==> config.mk <==
export PLATFORM = sky130hd
export DESIGN_NAME = reg_pipe_flat
export DESIGN_NICKNAME = d
export VERILOG_FILES = /design/src/rtl/reg_pipe_if.sv /design/src/rtl/reg_pipe.sv /design/src/flat_wrapper.sv
export SDC_FILE = /design/constraint.sdc
export NUM_CORES = 1
export LEC_CHECK = 0
export CORE_MARGIN = 8
export CORE_UTILIZATION = 57
export DETAILED_ROUTE_END_ITERATION = 6
export GPL_TIMING_DRIVEN = 0
export PLACE_DENSITY = 0.88
export SETUP_SLACK_MARGIN = 0.2
export SYNTH_ARGS = -nofsm -noshare
export SYNTH_HDL_FRONTEND = slang
export SYNTH_SLANG_ARGS = --single-unit
==> constraint.sdc <==
create_clock -name clk -period 3.8 [get_ports clk]
set_input_delay 0.76 -clock clk [delete_from_list [all_inputs] [get_ports clk]]
set_output_delay 0.76 -clock clk [all_outputs]
set_load 0.1 [all_outputs]
==> src/rtl/reg_pipe_if.sv <==
// Bus bundle for reg_pipe: advance/clear controls, input word, and the registered outputs.
// With REG_PIPE_TAP_EN defined, per-stage taps and tap_valid are added.
interface reg_pipe_if #(
  parameter int WIDTH = 8,
  parameter int DEPTH = 4
);
  localparam int CW = $clog2(DEPTH + 1);

  logic             en;
  logic             clr;
  logic [WIDTH-1:0] d;
  logic             d_valid;
  logic [WIDTH-1:0] q;
  logic             q_valid;
  logic [CW-1:0]    count;
`ifdef REG_PIPE_TAP_EN
  logic [WIDTH*DEPTH-1:0] taps;
  logic [DEPTH-1:0]       tap_valid;

  modport master (output en, clr, d, d_valid,
                  input  q, q_valid, count, taps, tap_valid);
  modport slave  (input  en, clr, d, d_valid,
                  output q, q_valid, count, taps, tap_valid);
`else
  modport master (output en, clr, d, d_valid,
                  input  q, q_valid, count);
  modport slave  (input  en, clr, d, d_valid,
                  output q, q_valid, count);
`endif
endinterface

==> src/rtl/reg_pipe.sv <==
// DEPTH-stage enabled register pipeline with per-stage valid bits and a registered population count.
// Optional feature: define REG_PIPE_TAP_EN to expose every stage on taps/tap_valid.
module reg_pipe #(
  parameter int               WIDTH   = 8,
  parameter int               DEPTH   = 4,
  parameter logic [WIDTH-1:0] RST_VAL = '0
) (
  input  logic     clk,
  input  logic     rst,
  reg_pipe_if.slave bus
);
  localparam int CW = $clog2(DEPTH + 1);

  logic [WIDTH-1:0] stage [DEPTH];
  logic [DEPTH-1:0] valid;
  logic [CW-1:0]    count_r;
  logic [CW-1:0]    count_nxt;

  // Net population change on an advance: one entry in at stage 0, one out of the last stage.
  // The saturating guards keep count inside 0..DEPTH even if the invariant were ever broken.
  always_comb begin
    // NOTE: assign a default before any branch so every path drives count_nxt and no latch is inferred.
    count_nxt = count_r;
    if (bus.d_valid && !valid[DEPTH-1]) begin
      if (count_r != CW'(DEPTH)) count_nxt = count_r + CW'(1);
    end else if (!bus.d_valid && valid[DEPTH-1]) begin
      if (count_r != '0) count_nxt = count_r - CW'(1);
    end
  end

  // NOTE: state uses non-blocking assignments so every stage samples its predecessor's old value.
  // NOTE: the data stages are a register array, not RAM, so each is reset to RST_VAL explicitly.
  always_ff @(posedge clk or posedge rst) begin
    if (rst) begin
      for (int i = 0; i < DEPTH; i++) stage[i] <= RST_VAL;
      valid   <= '0;
      count_r <= '0;
    end else if (bus.clr) begin
      for (int i = 0; i < DEPTH; i++) stage[i] <= RST_VAL;
      valid   <= '0;
      count_r <= '0;
    end else if (bus.en) begin
      stage[0] <= bus.d;
      valid[0] <= bus.d_valid;
      for (int i = 1; i < DEPTH; i++) begin
        stage[i] <= stage[i-1];
        valid[i] <= valid[i-1];
      end
      count_r <= count_nxt;
    end
  end

  assign bus.q       = stage[DEPTH-1];
  assign bus.q_valid = valid[DEPTH-1];
  assign bus.count   = count_r;

`ifdef REG_PIPE_TAP_EN
  for (genvar g = 0; g < DEPTH; g++) begin : g_tap
    assign bus.taps[g*WIDTH +: WIDTH] = stage[g];
  end
  assign bus.tap_valid = valid;
`endif
endmodule

==> src/flat_wrapper.sv <==
// flat-port wrapper written by rule: the top's interface ports become plain ports
module reg_pipe_flat 
#(
  parameter int               WIDTH   = 8,
  parameter int               DEPTH   = 4,
  parameter logic [WIDTH-1:0] RST_VAL = '0
)
  (clk, rst, bus_en, bus_clr, bus_d, bus_d_valid, bus_q, bus_q_valid, bus_count);
  reg_pipe_if #(.WIDTH(WIDTH), .DEPTH(DEPTH)) bus_i ();
  input  logic clk;
  input  logic rst;
  input wire logic [$bits(bus_i.en)-1:0] bus_en;
  input wire logic [$bits(bus_i.clr)-1:0] bus_clr;
  input wire logic [$bits(bus_i.d)-1:0] bus_d;
  input wire logic [$bits(bus_i.d_valid)-1:0] bus_d_valid;
  output wire logic [$bits(bus_i.q)-1:0] bus_q;
  output wire logic [$bits(bus_i.q_valid)-1:0] bus_q_valid;
  output wire logic [$bits(bus_i.count)-1:0] bus_count;
  assign bus_i.en = bus_en;
  assign bus_i.clr = bus_clr;
  assign bus_i.d = bus_d;
  assign bus_i.d_valid = bus_d_valid;
  assign bus_q = bus_i.q;
  assign bus_q_valid = bus_i.q_valid;
  assign bus_count = bus_i.count;
  reg_pipe #(.WIDTH(WIDTH), .DEPTH(DEPTH), .RST_VAL(RST_VAL)) u_core (.clk(clk), .rst(rst), .bus(bus_i));
endmodule
# After elaboration in Yosys (flattened, before gate mapping)
# Cells that the tools add are included.
# W data, S select, Z words.
word_totals:
  word_cells: 29
  regBits: 39
op_classes:
  add_sub_neg: 2
  muxes: 10
  reduce_logical: 9
  n_eq_ne: 2
ops:
  columns: ["operator", "n"]
  rows:
  - ["$mux W32", 2]
  - ["$mux W3", 6]
  - ["$reduce_bool A3 Y1", 3]
  - ["$mux W4", 2]
  - ["$ne A3 B3 Y1 const B", 2]
  - ["$reduce_and A4 Y1", 1]
  - ["$add A3 B1 Y3 const B", 1]
  - ["$sub A3 B1 Y3 const B", 1]
  - ["$logic_and A1 B1 Y1", 2]
  - ["$logic_not A1 Y1", 2]
  - ["$reduce_bool A2 Y1", 1]

# Depth between registers and ports, before layout
# Gate-level depths: netlist of the first run.
logic_depth:
  depth_word: 6
  mapped_depth: 5

# Worst setup path before layout of the first run
# No wires, ideal clock.
synth_path:
  kind: "flip-flop to flip-flop"
  from: "register u_core.valid[3]"
  to: "register u_core.count_r[2] (netlist: u_core.bus.count[2])"
  synth_period_minus_slack_ns: 2.410
  path_buffers: 0
  setup_time_ns: 0.078
  slack_ns: 1.390
  t_arrival_ns: 2.331
  stages_incl_launch_ff: 6
  cell_sequence: "dfrtp_1 and2b_2 fa_1 xnor2_4 or3_1 a21oi_1"
synth_via:
  elab_chain_cells: 5
  word_cells_on_any_way: 10
synth_rtl:
  columns: ["element", "line_no", "source"]
  rows:
  - ["from (decl)", "reg_pipe.sv:15", "logic [DEPTH-1:0] valid;"]
  - ["from (signal, indexed assignment)", "reg_pipe.sv:47", "valid[i] <= valid[i-1];"]
  - ["$logic_not A1 Y1", "reg_pipe.sv:24", "if (bus.d_valid && !valid[DEPTH-1]) begin"]
  - ["$logic_and A1 B1 Y1", "reg_pipe.sv:24", null]
  - ["$mux W3", "reg_pipe.sv:24", null]
  - ["$mux W3", "reg_pipe.sv:42", "end else if (bus.en) begin"]
  - ["$mux W3", "reg_pipe.sv:38", "end else if (bus.clr) begin"]
  - ["to (signal assigned)", "reg_pipe.sv:49", "count_r <= count_nxt;"]
  - ["to (decl)", "reg_pipe.sv:16", "logic [CW-1:0] count_r;"]
# Several ways; a longest one is shown, not always the timed one. The select of a mux whose other input is x is not followed.
# A chain may end at the register's enable or synchronous reset.

# Worst setup path after layout of the first run
layout_path:
  from: "register u_core.stage (netlist bit u_core.bus.q[0])"
  to: "output bus_q[0]"
layout_rtl:
  columns: ["element", "line_no", "source"]
  rows:
  - ["from (decl)", "reg_pipe.sv:14", "logic [WIDTH-1:0] stage [DEPTH];"]
  - ["from (signal, indexed assignment)", "reg_pipe.sv:46", "stage[i] <= stage[i-1];"]
  - ["to (decl)", "flat_wrapper.sv:16", "output wire logic [$bits(bus_i.q)-1:0] bus_q;"]
# No word-level cell between the ends.

==> impl_metrics.json, run 1 <==
{
  "status": "complete, no violations",
  "internal-power_uw": 542,
  "hold_start": "u_core.stage[22]",
  "num-fill-cells": 237,
  "skew_ps": 2.47,
  "cts.clk_slew.worst_paths_ps": 100,
  "hp-class": "flip-flop to flip-flop",
  "rsz0062_at_grt": "no",
  "pin_count": 25,
  "route.detailed.drc": 0,
  "setup.worst_path.end": "bus_q[0]",
  "syn_area_um2": 1710,
  "startpoint": "u_core.bus.q[0]",
  "syn_nets": 158,
  "peakVddDrop_mv": 0.260,
  "slowest_stage": "clkdlybuf4s50_1",
  "vias": 1087,
  "slowest_delay_ps": 1130,
  "htree_levels": 2,
  "antenna_left": 0,
  "path_buf_inv": 2,
  "rows": 20,
  "nets": 187,
  "crit_family": "buffers and inverters",
  "die_w_um": 70.8,
  "cts_buffers": 5,
  "dp_hpwl_um": 2280,
  "grt_pass1_wl_um": 5490,
  "worst_pin_slew_ps": 981,
  "diodes": 0,
  "crit_fanout": 2,
  "firstDrtPassIters": 4,
  "cp.arrival_ps": 1940,
  "clkPwrFrac_pct": 26.7,
  "die_area_um2": 5020,
  "fp.dieH_um": 70.8,
  "end_kind": "output pin",
  "post_cts_buffers": 0,
  "cts.sinks": 39,
  "maxCapViolCount": 0,
  "crit_path_start_kind": "flip-flop",
  "multiInputGateArea_um2": 629,
  "via_per_inst": 5.25,
  "r2r_end": "u_core.bus.count[2]",
  "whs_ps": 532,
  "synthCells": 144,
  "r2r_slack_ps": 1920,
  "crit_chain": "buf_4 > clkdlybuf4s50_1",
  "leakagePower_uw": 0.00103,
  "period_share_pct": 71.1,
  "hold_viol_final": 0,
  "antenna_found_initial": 0,
  "combPwrFrac_pct": 14.7,
  "syn_area_per_cell_um2": 11.9,
  "start_util_pct": 58.1,
  "finalMaxSlewViolations": 0,
  "drive_gt1_share_pct": 12.6,
  "clk-insertion-delay-late_ps": 350,
  "finalCriticalPeriod_ps": 2700,
  "ctsResizeCount": 0,
  "post_drt_wl_per_cell_um": 15.3,
  "drt_wl_total_um": 3170,
  "clock_path_buffers": 2,
  "gp_congestion": 0.745,
  "grt_pass1_vias": 1224,
  "core_area_um2": 2950,
  "seqCellArea_um2": 976,
  "cts_root_buf": "clkbuf_4",
  "yosysWarningCount": 0,
  "ff2ff_path_depth": 5,
  "ys_ff_latch": 39,
  "r2r-start": "u_core.valid[3]",
  "netSwitchingFraction_pct": 27.3,
  "tns_ps": 0,
  "track_usage_pct": 14.2,
  "ys_seq_area_share_pct": 56.9,
  "cts_tree": "yes",
  "slew_headroom_pct": 34.4,
  "cp.required_ps": 3040,
  "overflow": 0,
  "ctsHoldBuffers": 0,
  "power.switching_uw": 204,
  "grt_max_degree": 40,
  "worst-path-stages": 2,
  "portBuffers": 22,
  "critPathKind": "flip-flop to output pin",
  "drt-initial-drc-count": 27,
  "p_seq_share_pct": 58.5,
  "setup_violations": 0,
  "ys_types": 19,
  "max_freq_mhz": 370,
  "synthToLayoutAreaGrowth_pct": 18.2,
  "p_per_area_nw_per_um2": 368
}
-- state kept, by name (all words and copies together), names as in the netlist --
register          flops
u_core.stage         24
u_core.bus.q          8
u_core.valid          4
u_core.bus.count      3
-- kinds of logic (layout without fill, tap and decap cells) --
kind of cell / count (synthesis) / in the layout / share of synthesized area (%)
AND/OR/NAND/NOR: 41 / 41 / 9.56
AO/OA/AOI/OAI: 4 / 4 / 1.82
adder cells (fa/ha/maj): 1 / 1 / 1.17
flip-flops: 39 / 39 / 56.9
buffers and inverters: 19 / 49 / 6.35
multiplexers: 36 / 36 / 21.0
XOR/XNOR: 4 / 4 / 3.14
-- placed cells by master (no fill, tap or decap), drive strengths merged, types with 2 or more instances in the layout --
cell           instances
xnor2                  2
buf                   13
mux2i                 36
inv                    3
clkdlybuf4s50         22
a21oi                  2
xor2                   2
dfrtp                 39
clkbuf                10
nor2                  37
-- how the worst min path moves through the flow --
stage                             to  cells past startpoint
floorplan           u_core.stage[13]                      2
global placement    u_core.stage[13]                      2
detailed placement   u_core.bus.q[2]                      2
CTS                  u_core.bus.q[6]                      2
global route         u_core.bus.q[0]                      2
finish              u_core.stage[22]                      2
-- worst register-to-register path, cell delays in order (launching register included) --
cell	delay, ps
dfrtp_1	420
and2b_2	280
fa_1	460
xnor2_4	170
or3_1	310
a21oi_1	160
-- per-layer routing --
metal  part of all wire [%]  vias up  global-route usage [%]  wire [um]
met5                      0        -                       0          0
met4                    1.5        0                    5.54         47
met3                    5.9        5                    7.20        186
met2                     51       21                    24.1       1630
met1                     41      540                    14.6       1310
li1                       -      521                       -          -
-- area by class of cell --
| type | instances | area share, % |
|---|---|---|
| flip-flops and latches | 39 | 48.2 |
| multi-input cells | 86 | 31.1 |
| repair buffers | 22 | 10.9 |
| plain buffers | 16 | 4.82 |
| clock buffers | 7 | 2.22 |
| well taps | 33 | 2.04 |
| inverters | 3 | 0.556 |
| clock inverters | 1 | 0.247 |
-- power groups by stage --
stage                     Combinational [uW]  Clock [uW]  Sequential (uW)
after floorplan                         62.4           0              460
after global placement                   107           0              443
after detailed placement                 111           0              445
after CTS                                112         207              437
after global routing                     120         224              438
final                                    110         199              436
-- synthesized netlist by cell type --
library cell,count,area [um^2]
dfrtp_1,39,976
nor2_1,37,139
mux2i_1,36,360
buf_4,9,67.6
buf_2,3,15.0
clkbuf_1,3,11.3
inv_1,3,11.3
a21oi_1,2,10.0
xor2_1,2,17.5
and2b_2,1,8.76
buf_1,1,3.75
fa_1,1,20.0
nand2_1,1,3.75
o21ai_0,1,5.00
o311ai_2,1,16.3
or2_1,1,6.26
or3_1,1,6.26
xnor2_1,1,8.76
xnor2_4,1,27.5
-- through the flow --
stage / worst slack [ps] / instances / cell area [um^2] / util (%) / total power [uW]
final: 1100 / 207 / 2030 / 68.6 / 746
after floorplan: 1390 / 144 / 1710 / - / 523
after detailed placement: 1090 / 199 / 1980 / 66.9 / 556
after global placement: 1120 / 199 / 1980 / 66.9 / 551
after global routing: 1010 / 207 / 2030 / 68.6 / 783
after CTS: 1070 / 207 / 2030 / 68.6 / 756
Power figures use the tool's default switching activity.
==> run 2: changes to the inputs <==
CORE_UTILIZATION = 53   (was 57)
PLACE_DENSITY = 0.83   (was 0.88)
clock period = 2.55 ns   (was 3.8 ns; I/O delays follow)
==> run 2 against run 1 <==
Clock power grew 120%. Sequential share of layout area shrank 1.4 points. Sequential power grew 49%. Flip-flop and latch count is the same. Highest routed layer unchanged. Clock skew grew 3.4 ps. Via count shrank 0.18%. Total power grew 68%. Largest power group unchanged. Combinational power grew 51%. Design area grew 3.2%. First-iteration DRC count grew 3.7%. Worst hold slack gained 1.7 ps.
==> impl_metrics.json, run 2 (synthesis results as in run 1) <==
{
  "crit_path_start_kind": "flip-flop",
  "antenna_found_initial": 0,
  "firstDrtPassIters": 4,
  "skew_ps": 5.90,
  "dp_hpwl_um": 2420,
  "cts_tree": "yes",
  "max_freq_mhz": 456,
  "end_kind": "output pin",
  "layout_commonest_cell": "dfrtp_1",
  "maxCapViolCount": 0,
  "setup_violations": 0,
  "htree_levels": 2,
  "synthToLayoutAreaGrowth_pct": 21.9,
  "finalMaxSlewViolations": 0,
  "clk-insertion-delay-late_ps": 350,
  "grt_pass1_vias": 1147,
  "grt_max_degree": 23,
  "crit_fanout": 2,
  "die_w_um": 72.9,
  "hp-class": "flip-flop to flip-flop",
  "period_share_pct": 86.0,
  "tns_ps": 0,
  "gp_congestion": 0.714,
  "cp.required_ps": 2040,
  "cp.arrival_ps": 1680,
  "largest_reg_flops": 24,
  "largest-register": "u_core.stage",
  "pin_count": 25,
  "hold_viol_final": 0,
  "r2r_end": "u_core.bus.count[2]",
  "antenna_left": 0,
  "drt_wl_total_um": 3350,
  "via_per_inst": 4.95,
  "ctsHoldBuffers": 0,
  "clock_path_buffers": 2,
  "start_util_pct": 55.7,
  "cts_buffers": 5,
  "drive_gt1_share_pct": 14.3,
  "worst_pin_slew_ps": 974,
  "diodes": 0,
  "peakVddDrop_mv": 0.380,
  "leakagePower_uw": 0.00111,
  "seqCellArea_um2": 977,
  "final_cells": 219,
  "critPathKind": "flip-flop to output pin",
  "hold_start": "u_core.stage[23]",
  "holdPathStages": 2,
  "grt_pass1_wl_um": 5550,
  "holdPathEnd": "u_core.stage[23]",
  "nets": 188,
  "overflow": 0,
  "die_area_um2": 5310,
  "ff2ff_path_depth": 5,
  "r2r_slack_ps": 710,
  "fp.dieH_um": 72.9,
  "route.detailed.drc": 0,
  "multiInputGateArea_um2": 629,
  "post_drt_wl_per_cell_um": 15.3,
  "rsz0062_at_grt": "no",
  "num-fill-cells": 247,
  "r2r-start": "u_core.valid[3]",
  "p_per_area_nw_per_um2": 598,
  "portBuffers": 22,
  "cts.clk_slew.worst_paths_ps": 120,
  "finalCriticalPeriod_ps": 2190,
  "drt-initial-drc-count": 28,
  "final_cell_mix": "dfrtp_1, nor2_1, mux2i_1, dlygate4sd2_1, clkdlybuf4s50_1",
  "vias": 1085,
  "rows": 20,
  "cts.sinks": 39,
  "core_area_um2": 3080,
  "dp.cells": 211,
  "slew_headroom_pct": 35.3,
  "cts_root_buf": "clkbuf_4",
  "status": "complete, no violations",
  "track_usage_pct": 14.1
}
==> run 2: changes by cell type in the layout (fill, tap and decap cells not counted) <==
cell,previous run,this run
inv_1,2,3
bufinv_16,0,1
clkbuf_1,5,3
inv_2,1,0
buf_16,0,1
dfrtp_1,39,38
dfrtp_2,0,1
clkdlybuf4s50_1,22,10
clkbuf_8,0,1
dlygate4sd2_1,0,12
==> run 2: power by group <==
group          internal [uW]  total [uW]  switching (uW)
sequential               638         650            12.5
combinational           63.7         166             103
clock                    232         433             202
total                    933        1250             317
==> run 2: worst max-delay path, cell delays in order, from the launching register on <==
cell	delay, ps
dfrtp_1	380
buf_4	110
dlygate4sd2_1	850
==> run 2: worst max-delay path by stage <==
stage | startpoint | endpoint | slack [ps] | depth (start not counted)
floorplan | u_core.bus.count[0] | u_core.bus.count[2] | 200 | 5
global placement | bus_d_valid | u_core.bus.count[2] | 140 | 6
detailed placement | bus_d_valid | u_core.bus.count[2] | 110 | 6
CTS | u_core.bus.q[0] | bus_q[0] | 350 | 2
global route | u_core.bus.q[0] | bus_q[0] | 300 | 2
finish | u_core.bus.q[0] | bus_q[0] | 360 | 2
==> run 2: what timing repair did <==
action | in CTS | in global routing
setup endpoints to repair | 12 | 0
buffers inserted | 0 | 0
gates resized for setup | 12 | 0
==> run 2: layout make-up <==
type	count	share of cell area (%)
Sequential cell	39	46.8
Inverter	3	0.539
Buffer	16	4.67
Tap cell	44	2.63
Multi-Input combinational cell	86	30.1
Clock buffer	6	2.46
Clock inverter	2	1.68
Timing Repair Buffer	23	11.1
==> run 2: per-stage QoR <==
| step | hold slack, ps | util [%] | setup WS, ps | area, um^2 | power [uW] |
|---|---|---|---|---|---|
| after detailed placement | 510 | 65.6 | 115 | 2020 | 834 |
| after CTS | 533 | 67.9 | 346 | 2090 | 1260 |
| after floorplan | 486 | - | 203 | 1720 | 779 |
| final | 534 | 67.9 | 356 | 2090 | 1250 |
| after global routing | 540 | 67.9 | 300 | 2090 | 1290 |
| after global placement | 498 | 64.7 | 144 | 1990 | 820 |
==> run 2: per-layer routing <==
| metal | up-vias | part of all wire [%] | global-route usage (%) |
|---|---|---|---|
| li1 | 523 | - | - |
| met1 | 534 | 41 | 15.9 |
| met2 | 22 | 51 | 22.8 |
| met3 | 6 | 6.0 | 4.95 |
| met4 | 0 | 1.8 | 7.56 |
| met5 | - | 0 | 0 |
==> run 3: changes to the inputs <==
GPL_TIMING_DRIVEN = 1   (was 0)
==> run 3 against run 2 <==
Clock power is 21% lower. Worst hold slack worse by 3.6 ps. Sequential power hardly changed. Count of clock-buffer cells in the layout is 2 higher. Combinational power is 3% lower. Design area is 4.8% lower. Via count is 2.8% lower. Setup slack better by 190 ps. Highest routed layer unchanged.
==> impl_metrics.json, run 3 (synthesis results as in run 1) <==
{
  "status": "complete, no violations",
  "synthToLayoutAreaGrowth_pct": 16.1,
  "r2r_slack_ps": 700,
  "cp.arrival_ps": 2260,
  "drive_gt1_share_pct": 17.1,
  "max_freq_mhz": 498,
  "crit_chain": "clkdlybuf4s50_1 > and2b_2 > fa_1 > xnor2_4 > or3_1 > a21oi_1",
  "core_area_um2": 3080,
  "path_buf_inv": 1,
  "final_cell_mix": "dfrtp_1, nor2_1, mux2i_1, buf_4, clkdlybuf4s50_1",
  "start_util_pct": 55.7,
  "crit_family": "simple AND/OR/NAND/NOR gates",
  "holdPathStages": 2,
  "via_per_inst": 5.07,
  "layout_commonest_cell": "dfrtp_1",
  "peakVddDrop_mv": 0.350,
  "antenna_left": 0,
  "dp.cells": 200,
  "pin_count": 25,
  "hp-class": "flip-flop to flip-flop",
  "skew_ps": 7.34,
  "htree_levels": 2,
  "ff2ff_path_depth": 5,
  "p_per_area_nw_per_um2": 580,
  "setup_slack_ps": 544,
  "grt_pass1_wl_um": 4750,
  "setup_violations": 0,
  "route.detailed.drc": 0,
  "grt_pass1_vias": 1100,
  "die_area_um2": 5310,
  "finalCriticalPeriod_ps": 2010,
  "whs_ps": 530,
  "antenna_found_initial": 0,
  "leakagePower_uw": 0.00102,
  "holdPathEnd": "u_core.bus.q[6]",
  "overflow": 0,
  "r2r-start": "u_core.valid[3]",
  "clock_path_buffers": 2,
  "cts.clk_slew.worst_paths_ps": 100,
  "diodes": 0,
  "finish.utilization_pct": 64.6,
  "slowest_stage": "fa_1",
  "die_w_um": 72.9,
  "tns_ps": 0,
  "hold_viol_final": 0,
  "critPathKind": "input pin to flip-flop",
  "worst_pin_slew_ps": 462,
  "fp.dieH_um": 72.9,
  "slowest_delay_ps": 470,
  "r2r_end": "u_core.bus.count[2]",
  "period_share_pct": 78.7,
  "post_cts_buffers": 0,
  "maxCapViolCount": 0,
  "drt_wl_total_um": 2720,
  "end_kind": "flip-flop",
  "cts.sinks": 39,
  "nets": 177,
  "grt_max_degree": 40,
  "ctsHoldBuffers": 0,
  "hold_start": "u_core.bus.q[6]",
  "drt-initial-drc-count": 36,
  "largest_reg_flops": 24,
  "crit_fanout": 2,
  "crit_path_start_kind": "input pin",
  "firstDrtPassIters": 4,
  "vias": 1055,
  "largest-register": "u_core.stage",
  "dp_hpwl_um": 1880,
  "slew_headroom_pct": 69.2,
  "final_cells": 208,
  "track_usage_pct": 11.5,
  "ctsResizeCount": 0,
  "rsz0062_at_grt": "no",
  "post_drt_wl_per_cell_um": 13.1,
  "cts_tree": "yes",
  "gp_congestion": 0.725,
  "clk-insertion-delay-late_ps": 330,
  "portBuffers": 24,
  "cts_root_buf": "clkbuf_4",
  "dp_slack_ps": 208,
  "finalMaxSlewViolations": 0,
  "rows": 20,
  "cts_buffers": 5,
  "cp.required_ps": 2810
}
## run 3: changes by cell type in the layout (fill, tap and decap cells not counted), sizes merged
cell / delta
dlygate4sd2: -12
buf: +3
bufinv: -1
clkbuf: -1
clkdlybuf4s50: +1
clkinv: -1
## run 3: metrics by stage
step           power (uW)  cell area [um^2]
6_report             1150              1990
3_5_place_dp          825              1920
3_3_place_gp          818              1920
4_1_cts              1180              1990
5_1_grt              1210              1990
2_1_floorplan         779              1720
## run 3: worst max path at each step
stage	cells past startpoint	slack, ps	endpoint	startpoint
finish	6	540	u_core.bus.count[2]	bus_d_valid
global route	6	500	u_core.bus.count[2]	bus_d_valid
CTS	6	560	u_core.bus.count[2]	bus_d_valid
detailed placement	6	210	u_core.bus.count[2]	bus_d_valid
global placement	6	250	u_core.bus.count[2]	bus_d_valid
floorplan	5	200	u_core.bus.count[2]	u_core.bus.count[0]
## run 3: final cells by class
class                   instances  area, um^2
inverters                       3        11.3
fillers                       265        1090
multi-input cells              86         629
repair buffers                 28         248
flip-flops and latches         39         977
well taps                      44        55.1
clock buffers                   8        68.8
## run 3: worst reg2reg max path, delay by kind of cell (launching register included)
family	cells	cell delay [ps]
AND/OR/NAND/NOR	2	580
adder cells (fa/ha/maj)	1	470
flip-flops	1	410
XOR/XNOR	1	180
AO/OA/AOI/OAI	1	150
## run 3: metal layers
| layer | vias up | track usage (%) | share of wire (%) |
|---|---|---|---|
| li1 | 504 | - | - |
| met4 | 0 | 7.33 | 2.1 |
| met3 | 5 | 4.40 | 6.3 |
| met2 | 26 | 17.4 | 48 |
| met5 | - | 0 | 0 |
| met1 | 520 | 13.4 | 44 |
## run 3: power breakdown
group          total, uW  switching [uW]  internal, uW
Combinational        161            96.9          63.8
Sequential           650            12.6           637
Clock                342             180           162
Total               1150             290           864
